[src/rtl/ide_req_pkg.sv]
// ide_req_pkg: request codes, register map, FSM states and header layout shared by the IDE request server
package ide_req_pkg;

    localparam logic [2:0] REQ_NONE = 3'd0;
    localparam logic [2:0] REQ_CMD  = 3'd1;
    localparam logic [2:0] REQ_DIN  = 3'd2;
    localparam logic [2:0] REQ_DOUT = 3'd3;

    localparam logic [3:0] REG_DATA    = 4'd0;
    localparam logic [3:0] REG_TF_BASE = 4'd1;
    localparam logic [3:0] REG_STATUS  = 4'd7;

    localparam int HDR_PORT  = 15;
    localparam int HDR_CODE  = 12;
    localparam int HDR_CNT_W = 12;

    typedef enum logic [3:0] {
        S_IDLE, S_ARB, S_HDR, S_RD_ISSUE, S_RD_CAP, S_RD_HOLD,
        S_WR_WAIT, S_WR_ISSUE, S_STAT_WAIT, S_STAT_ISSUE, S_GAP
    } state_t;

    function automatic logic [15:0] hdr_word(input logic port, input logic [2:0] code,
                                             input logic [HDR_CNT_W-1:0] count);
        logic [15:0] h;
        h = '0;
        h[HDR_PORT] = port;
        h[HDR_CODE +: 3] = code;
        h[HDR_CNT_W-1:0] = count;
        return h;
    endfunction

    function automatic logic [3:0] first_reg(input logic [2:0] code);
        return code == REQ_CMD ? REG_TF_BASE :
               (code == REQ_DIN || code == REQ_DOUT) ? REG_DATA : REG_STATUS;
    endfunction

endpackage

[src/rtl/ide_req_server_arb.sv]
// ide_rr_arb2: two-requester round-robin arbiter; the port served last loses a tie
module ide_rr_arb2 (
    input  logic       clk,
    input  logic       reset,
    input  logic [1:0] req,
    input  logic       latch,
    output logic       pick,
    output logic       port
);

    logic last;

    assign pick = &req ? ~last : req[1];

    always_ff @(posedge clk)
        if (reset) begin
            last <= 1'b1;
            port <= 1'b0;
        end else if (latch && |req) begin
            last <= pick;
            port <= pick;
        end

endmodule

[src/rtl/ide_req_server.sv]
// ide_req_server: serves one pending IDE port request at a time between the management port and host streams
module ide_req_server
    import ide_req_pkg::*;
#(
    parameter int SECTOR_WORDS = 256,
    parameter int TF_WORDS     = 6
) (
    input  logic        clk,
    input  logic        reset,
    input  logic [5:0]  ide_req,
    output logic [4:0]  ide_address,
    output logic        ide_write,
    output logic [15:0] ide_writedata,
    output logic        ide_read,
    input  logic [15:0] ide_readdata,
    output logic        out_valid,
    output logic [15:0] out_data,
    input  logic        out_ready,
    input  logic        in_valid,
    input  logic [15:0] in_data,
    output logic        in_ready,
    output logic        busy
);

    function automatic logic [8:0] target(input logic [2:0] c);
        return c == REQ_CMD ? 9'(TF_WORDS) :
               (c == REQ_DIN || c == REQ_DOUT) ? 9'(SECTOR_WORDS) : 9'd0;
    endfunction

    state_t      state;
    logic [2:0]  code;
    logic [8:0]  cnt;
    logic        gap;
    logic [15:0] data_q;
    logic        pick;
    logic        port;
    logic [1:0]  pend;
    logic [2:0]  arb_code;
    logic        last_word;
    logic [3:0]  rd_next;

    assign pend      = {ide_req[5:3] != REQ_NONE, ide_req[2:0] != REQ_NONE};
    assign arb_code  = pick ? ide_req[5:3] : ide_req[2:0];
    assign last_word = cnt + 9'd1 == target(code);
    // Next read register is set up one cycle ahead so the address is settled before the strobe
    assign rd_next   = last_word ? REG_STATUS :
                       code == REQ_CMD ? REG_TF_BASE + cnt[3:0] + 4'd1 : REG_DATA;
    assign out_data  = state == S_RD_CAP ? ide_readdata : data_q;
    assign busy      = state != S_IDLE;

    ide_rr_arb2 u_arb (
        .clk   (clk),
        .reset (reset),
        .req   (pend),
        .latch (state == S_ARB),
        .pick  (pick),
        .port  (port)
    );

    always_ff @(posedge clk) begin
        if (reset) begin
            state         <= S_IDLE;
            code          <= REQ_NONE;
            cnt           <= '0;
            gap           <= 1'b0;
            data_q        <= '0;
            ide_address   <= '0;
            ide_write     <= 1'b0;
            ide_writedata <= '0;
            ide_read      <= 1'b0;
            out_valid     <= 1'b0;
            in_ready      <= 1'b0;
        end else begin
            case (state)
                S_IDLE: if (|pend) state <= S_ARB;
                S_ARB: begin
                    if (|pend) begin
                        code        <= arb_code;
                        data_q      <= hdr_word(pick, arb_code, 12'(target(arb_code)));
                        out_valid   <= 1'b1;
                        ide_address <= {pick, first_reg(arb_code)};
                        state       <= S_HDR;
                    end else begin
                        state <= S_IDLE;
                    end
                end
                S_HDR: begin
                    cnt <= '0;
                    if (out_ready) begin
                        out_valid <= 1'b0;
                        if (code == REQ_CMD || code == REQ_DOUT) begin
                            ide_read <= 1'b1;
                            state    <= S_RD_ISSUE;
                        end else begin
                            in_ready <= 1'b1;
                            state    <= code == REQ_DIN ? S_WR_WAIT : S_STAT_WAIT;
                        end
                    end
                end
                S_RD_ISSUE: begin
                    ide_read    <= 1'b0;
                    ide_address <= {port, rd_next};
                    out_valid   <= 1'b1;
                    state       <= S_RD_CAP;
                end
                S_RD_CAP, S_RD_HOLD: begin
                    if (state == S_RD_CAP) data_q <= ide_readdata;
                    if (out_ready) begin
                        out_valid <= 1'b0;
                        cnt       <= cnt + 9'd1;
                        in_ready  <= last_word;
                        ide_read  <= ~last_word;
                        state     <= last_word ? S_STAT_WAIT : S_RD_ISSUE;
                    end else begin
                        state <= S_RD_HOLD;
                    end
                end
                S_WR_WAIT, S_STAT_WAIT: begin
                    if (in_valid) begin
                        ide_writedata <= in_data;
                        ide_write     <= 1'b1;
                        in_ready      <= 1'b0;
                        state         <= state == S_WR_WAIT ? S_WR_ISSUE : S_STAT_ISSUE;
                    end
                end
                S_WR_ISSUE: begin
                    ide_write <= 1'b0;
                    cnt       <= cnt + 9'd1;
                    in_ready  <= 1'b1;
                    if (last_word) ide_address <= {port, REG_STATUS};
                    state     <= last_word ? S_STAT_WAIT : S_WR_WAIT;
                end
                S_STAT_ISSUE: begin
                    ide_write <= 1'b0;
                    gap       <= 1'b0;
                    state     <= S_GAP;
                end
                S_GAP: begin
                    gap <= 1'b1;
                    if (gap) state <= S_IDLE;
                end
                default: state <= S_IDLE;
            endcase
        end
    end

endmodule

[config.mk]
export PLATFORM = sky130hd
export DESIGN_NAME = ide_req_server
export DESIGN_NICKNAME = d
export VERILOG_FILES = /design/src/rtl/ide_req_pkg.sv /design/src/rtl/ide_req_server_arb.sv /design/src/rtl/ide_req_server.sv
export SDC_FILE = /design/constraint.sdc
export NUM_CORES = 1
export LEC_CHECK = 0
export BUFFER_PORTS_ARGS = -buffer_cell sky130_fd_sc_hd__buf_2
export CAP_MARGIN = 40
export CORE_MARGIN = 1.5
export CORE_UTILIZATION = 53
export CTS_CLUSTER_SIZE = 40
export DETAILED_ROUTE_END_ITERATION = 12
export MAX_ROUTING_LAYER = met4
export PLACE_DENSITY = 0.8
export SYNTH_ARGS = -nofsm -noshare
export SYNTH_HDL_FRONTEND = slang
export SYNTH_HIERARCHICAL = 1
export SYNTH_SLANG_ARGS = --single-unit
[constraint.sdc]
create_clock -name clk -period 2.6 [get_ports clk]
set_input_delay 0.39 -clock clk [delete_from_list [all_inputs] [get_ports clk]]
set_output_delay 0.39 -clock clk [all_outputs]
set_load 0.01 [all_outputs]
==> results.toml, run 1 <==
[clock_tree]
clock_root_buffer = "clkbuf_8"
post_cts_hold_buffers = 0
clockBufferDepth = 2
cts_tree = "built"
htree_levels = 3
cts_setup_buffers = 0
cts-buffers-inserted = 9
path_clk_slew_ps = 70
post_cts_resized = 0
clock_latency_on_the_worst_skew_pair_ps = 350
number_of_sinks_handled_by_clock_tree_synthesis = 60

[detailed_routing]
detail_route.iter0.violations = 216
detail-route-antenna-nets = 0
route.vias.total = 3456
remaining_drc_errors = 0
average_wire_length_per_cell_after_detail_routing_um = 13.9
detail_route.first_pass.iterations = 5
vias_per_cell = 5.72
drt-total-wl_um = 8370

[global_routing]
grt_pass1_wl_um = 13300
grt_antenna_before_repair = 0
first_global_vias = 2973
pin_count_of_the_biggest_net_entering_global_routing = 32
grt_use_total_pct = 26.8
globalRoute.totalOverflow = 0

[placement]
detailedPlacementHpwl_um = 5960
gp_weighted_congestion = 0.915
buffer_ports.inserted = 83
post-place-cells = 588
placed_cell_area_um2 = 3720

[cells_and_area]
leading_cell_type_in_the_layout_fill_and_taps_excluded = "nand2_1"
final_core_utilization_pct = 66.3
final_design_area_no_fill_um2 = 3930
layout_common_cells = "nand2_1 (115), buf_2 (83), dfxtp_1 (60)"
layout-area-overhead-vs-synth_pct = 21.4
design.final.nets = 568
antenna_cells_inserted = 0
drive_gt1_share_pct = 23.1
final_cells = 604

[sta]
finalSetupViolCount = 0
fmaxAchievable_mhz = 411
clock-skew-final_ps = 10.0
timing.final.hold_violations = 0
timing.final.crit_share_pct = 93.5
min_period_ps = 2430
timing.setup.tns_ps = 0
grt_setup_unrepaired = "false"
slew_headroom_pct = 58.6
worstMarginPinSlew_ps = 620
final-max-slew-violation-count = 0

[synth]
synthesis.yosys.warnings = 6
synth_seq_area_share_pct = 37.2
syn-instance-count = 447
synth_cell_types = 62
share_of_flip_flops_with_an_asynchronous_set_or_reset_pct = 0
main_flop_type_after_synthesis = "dfxtp_1"
synth-edff-count = 0
syn_area_um2 = 3230
ys_seq_elements = 60
syn_area_per_cell_um2 = 7.23
syn_nets = 491

[floorplanning]
row_count = 28
initial_utilization_pct = 54.6
fp.coreArea_um2 = 5920
boundaryPins = 84
die_width_um = 81.1
chipHeight_um = 81.1
area_of_the_die_um2 = 6580

[worst_setup_path]
required_ps = 2210
critical-path-top-cell-by-count = "nand2_1"
timing_worst_setup_path_type = "flip-flop to output pin"
slowest_cell_on_the_critical_path = "dfxtp_1"
timing.critical_path.from_type = "flip-flop"
cp.arrival_ps = 2040
crit_path_max_fanout = 19
crit_chain = "nor2b_1 -> nand2_1 -> buf_4 -> nand2_1 -> nand2_1 -> buf_2"
worstSetupEndpointType = "output pin"
critPathMaxStageDelay_ps = 710

[power_and_ir_drop]
power_frac_clock_pct = 25.3
power_density_over_the_cells_nw_per_um2 = 870
internal_power_uw = 2120
total_switching_power_uw = 1300
seq_power_share_pct = 36.0
power_frac_comb_pct = 38.7
totalPowerFinal_uw = 3420
ir_drop_mv = 0.635
static-leakage-power_uw = 0.00168
power.share.switching_pct = 38.1

[run]
max_cap_viol_count = 0

[run_status]
outcome = "complete, no violations"

[worst_hold_path]
hold_path.class = "input port to flip-flop"
-- synth_stat cells (2+ instances only) --
cell type  number  area, um2
buf_2           2       10.0
mux2i_1         2       20.0
clkbuf_1       23       86.3
nand2b_1        4       25.0
o22ai_1         2       12.5
nand3b_1        2       15.0
o21ai_1         4       20.0
nor3b_2         2       25.0
inv_1           3       11.3
nand3_1        21        105
a211oi_1        5       37.5
a31oi_1         5       31.3
and2_1          3       18.8
o31ai_1         3       22.5
nor3_1         11       55.1
a21o_1          2       15.0
buf_1           4       15.0
o311ai_0        2       17.5
xor2_1          5       43.8
o21ai_0        18       90.1
xnor2_1         2       17.5
o311a_1         3       30.0
and3_1          3       18.8
o21a_1          3       22.5
nor2b_1        10       62.6
dfxtp_1        60       1200
nor2_1         24       90.1
o21bai_1        2       15.0
nand2_1       115        432
a22oi_1         3       22.5
ha_1            2       25.0
a21oi_1        57        285
o211ai_1        6       45.0
or3_1           6       37.5
-- worst paths after layout --
| check | from | endpoint | slack [ps] | cells past startpoint |
|---|---|---|---|---|
| worst max-delay path | state[2] | out_data[15] | 170 | 6 |
| worst min-delay path | in_data[6] | ide_writedata[6] | 280 | 3 |
| worst max register to register | cnt[1] | ide_address[1] | 220 | 7 |
| worst min register to register | ide_writedata[1] | ide_writedata[1] | 450 | 2 |
-- critical path, delay by kind of cell (launching register included) --
kind                   cells  cell delay, ps
flip-flops                 1             710
buffers and inverters      2             360
AND/OR/NAND/NOR            4             620
-- layer usage --
| layer | track usage, % | up-vias | part of all wire [%] |
|---|---|---|---|
| met4 | 11.2 | 0 | 1.9 |
| met5 | - | - | 0 |
| li1 | - | 1727 | - |
| met1 | 34.0 | 1580 | 45 |
| met2 | 41.6 | 134 | 46 |
| met3 | 5.06 | 15 | 7.3 |
-- cell type report --
class | instances | area (um2)
fillers | 536 | 1990
multi-input cells | 353 | 1900
flip-flops and latches | 60 | 1200
repair buffers | 97 | 520
clock buffers | 12 | 155
well taps | 75 | 93.8
clock inverters | 4 | 47.5
inverters | 3 | 11.3
-- per-stage QoR --
stage	hold WS (ps)	setup WS, ps
final	277	168
after detailed placement	445	204
after floorplan	448	460
after global routing	276	7.43
after global placement	439	321
after CTS	269	182
-- state kept, by name (all words and copies together) (netlist names), 3 cells and up --
| name | count |
|---|---|
| cnt | 9 |
| data_q | 16 |
| code | 3 |
| ide_writedata | 16 |
| state | 4 |
| ide_address | 5 |
-- power groups by stage --
stage	Combinational (uW)	Sequential, uW	Clock [uW]
detailed placement	1300	1240	0
floorplan	921	1200	0
global placement	1290	1240	0
global route	1460	1250	916
CTS	1310	1230	880
finish	1320	1230	864
-- cells by family (layout without fill, tap and decap cells) --
group                      Yosys count  in the layout  share of synthesized area [%]
AOI/OAI and AO/OA                  127            127                           24.1
xor gates and xnor gates             7              7                           1.90
adders and majority gates            2              2                          0.774
buffers and inverters               34            116                           4.18
DFF                                 60             60                           37.2
muxes                                2              2                          0.619
and+or+nand+nor                    215            215                           31.2
(Power assumes the default switching activity.)
==> inputs of run 2 (changes only) <==
Settings changed: CORE_UTILIZATION 53 to 48, PLACE_DENSITY 0.8 to 0.76.
Clock period 2.6 ns to 2.14 ns, I/O delays scaled along.
==> run 2 against run 1 <==
The flow now finishes with violations (DRC); highest routed layer unchanged; setup slack got worse by 120 ps; sequential power rose by 18%; cell count rose by 3.6%; global-route usage fell by 0.54 points; critical path depth rose by 1; sequential cell count did not move; register-to-register slack got worse by 130 ps.
==> results.toml, run 2 (same netlist as run 1, synthesis figures left out) <==
[placement]
gp_weighted_congestion = 0.896
detailedPlacementHpwl_um = 6610
placement.setup.worst_slack_ps = -56.1
buffer_ports.inserted = 83
post-place-cells = 609

[floorplanning]
die_width_um = 85.1
chipHeight_um = 85.1
area_of_the_die_um2 = 7240
boundaryPins = 84
row_count = 29
fp.coreArea_um2 = 6420
initial_utilization_pct = 50.3

[detailed_routing]
average_wire_length_per_cell_after_detail_routing_um = 14.6
remaining_drc_errors = 8
detail_route.iter0.violations = 264
route.vias.total = 3566
drt-total-wl_um = 9110
vias_per_cell = 5.70
detail-route-antenna-nets = 0
detail_route.first_pass.iterations = 9

[clock_tree]
number_of_sinks_handled_by_clock_tree_synthesis = 60
htree_levels = 3
path_clk_slew_ps = 70
clock_latency_on_the_worst_skew_pair_ps = 330
clockBufferDepth = 2
clock_root_buffer = "clkbuf_8"
cts-buffers-inserted = 9
cts_tree = "built"

[power_and_ir_drop]
static-leakage-power_uw = 0.00179
total_switching_power_uw = 1630
power.share.switching_pct = 38.0
power_frac_comb_pct = 41.8
internal_power_uw = 2650
seq_power_share_pct = 34.0
power_density_over_the_cells_nw_per_um2 = 1040
totalPowerFinal_uw = 4270
power_frac_clock_pct = 24.2
ir_drop_mv = 0.633

[cells_and_area]
final_cells = 626
drive_gt1_share_pct = 28.6
layout_common_cells = "nand2_1 (113), buf_2 (83), a21oi_1 (57)"
design.final.nets = 589
layout-area-overhead-vs-synth_pct = 27.7
leading_cell_type_in_the_layout_fill_and_taps_excluded = "nand2_1"
antenna_cells_inserted = 0
reg_top3 = "data_q: 16 flops, ide_writedata: 16 flops, cnt: 9 flops"
fillerInstances = 585

[worst_setup_path]
required_ps = 1820
crit_chain = "buf_4 -> nand2b_1 -> nor3_2 -> buf_4 -> nand2_1 -> nand2_1 -> buf_2"
worstSetupEndpointType = "output pin"
timing_worst_setup_path_type = "flip-flop to output pin"
worst_r2r_startpoint = "cnt[2]"
worstSetupStartpoint = "state[1]"
critPathMaxStageDelay_ps = 380
timing.critical_path.from_type = "flip-flop"
crit_path_max_fanout = 11
cp.arrival_ps = 1770
slowest_cell_on_the_critical_path = "dfxtp_2"

[sta]
layout_setup_ws_ps = 48.0
timing.final.hold_violations = 0
grt_setup_unrepaired = "true"
worst_hold_slack_ps = 222
final-max-slew-violation-count = 0
finalSetupViolCount = 0
worstMarginPinSlew_ps = 532
clock-skew-final_ps = 9.10
min_period_ps = 2090
fmaxAchievable_mhz = 478
slew_headroom_pct = 63.6
timing.final.crit_share_pct = 97.8

[global_routing]
grt_antenna_before_repair = 0
grt_use_total_pct = 26.2
globalRoute.totalOverflow = 0
grt_pass1_wl_um = 15000
first_global_vias = 3244
pin_count_of_the_biggest_net_entering_global_routing = 28

[run_status]
outcome = "finished, violations left"
failed_checks = "DRC"

[run]
max_cap_viol_count = 0

[worst_hold_path]
hold_path.class = "input port to flip-flop"
min-delay-start = "in_data[3]"
## run 2: changes by cell type in the layout (fill, tap and decap cells not counted), sizes merged
cell	before	now
clkinvlp	1	0
clkinv	2	3
buf	97	117
## run 2: cell type report
class	count	area, um2	area share (%)
Clock buffer	11	151	3.67
Sequential cell	60	1210	29.4
Inverter	3	11.3	0.273
Multi-Input combinational cell	353	1930	46.8
Tap cell	77	96.3	2.33
Timing Repair Buffer	118	678	16.4
Clock inverter	4	48.8	1.18
## run 2: per-layer routing
layer	wire length, um	global-route usage, %	share of wire [%]
met3	563	3.70	6.2
met4	91	8.49	1.0
met2	4290	41.0	47
met1	4170	35.1	46
met5	0	-	0
## run 2: final timing paths
check	to	slack, ps	depth (start not counted)
max	out_data[15]	50	7
min	ide_writedata[3]	220	3
max reg2reg	ide_address[2]	90	7
min reg2reg	ide_writedata[11]	450	2
## run 2: repair_timing
action,CTS,global route
setup buffers,0,1
gates cloned,0,1
gates resized for setup,1,18
endpoints found under the hold margin,0,0
endpoints found under the setup margin,1,44
pin swaps,1,2
hold buffers,0,0
## run 2: metrics by stage
| step | cell area, um2 | util (%) | setup TNS [ps] |
|---|---|---|---|
| 2_1_floorplan | 3230 | - | 0 |
| 6_report | 4130 | 64.3 | 0 |
| 4_1_cts | 4070 | 63.4 | 0 |
| 3_5_place_dp | 3870 | 60.3 | -88.3 |
| 5_1_grt | 4130 | 64.3 | -312 |
| 3_3_place_gp | 3870 | 60.3 | 0 |
## run 2: worst max-delay path: cells and delay by family, from the launching register on
family        cells  cell delay, ps
flops             1             380
simple gates      4             510
buf+inv           3             540
## run 2: power by group through the flow
stage	Clock, uW	Combinational (uW)	Sequential (uW)
2_1_floorplan	0	1120	1460
4_1_cts	1060	1730	1450
5_1_grt	1100	1980	1480
3_3_place_gp	0	1700	1470
6_report	1040	1790	1450
3_5_place_dp	0	1720	1470
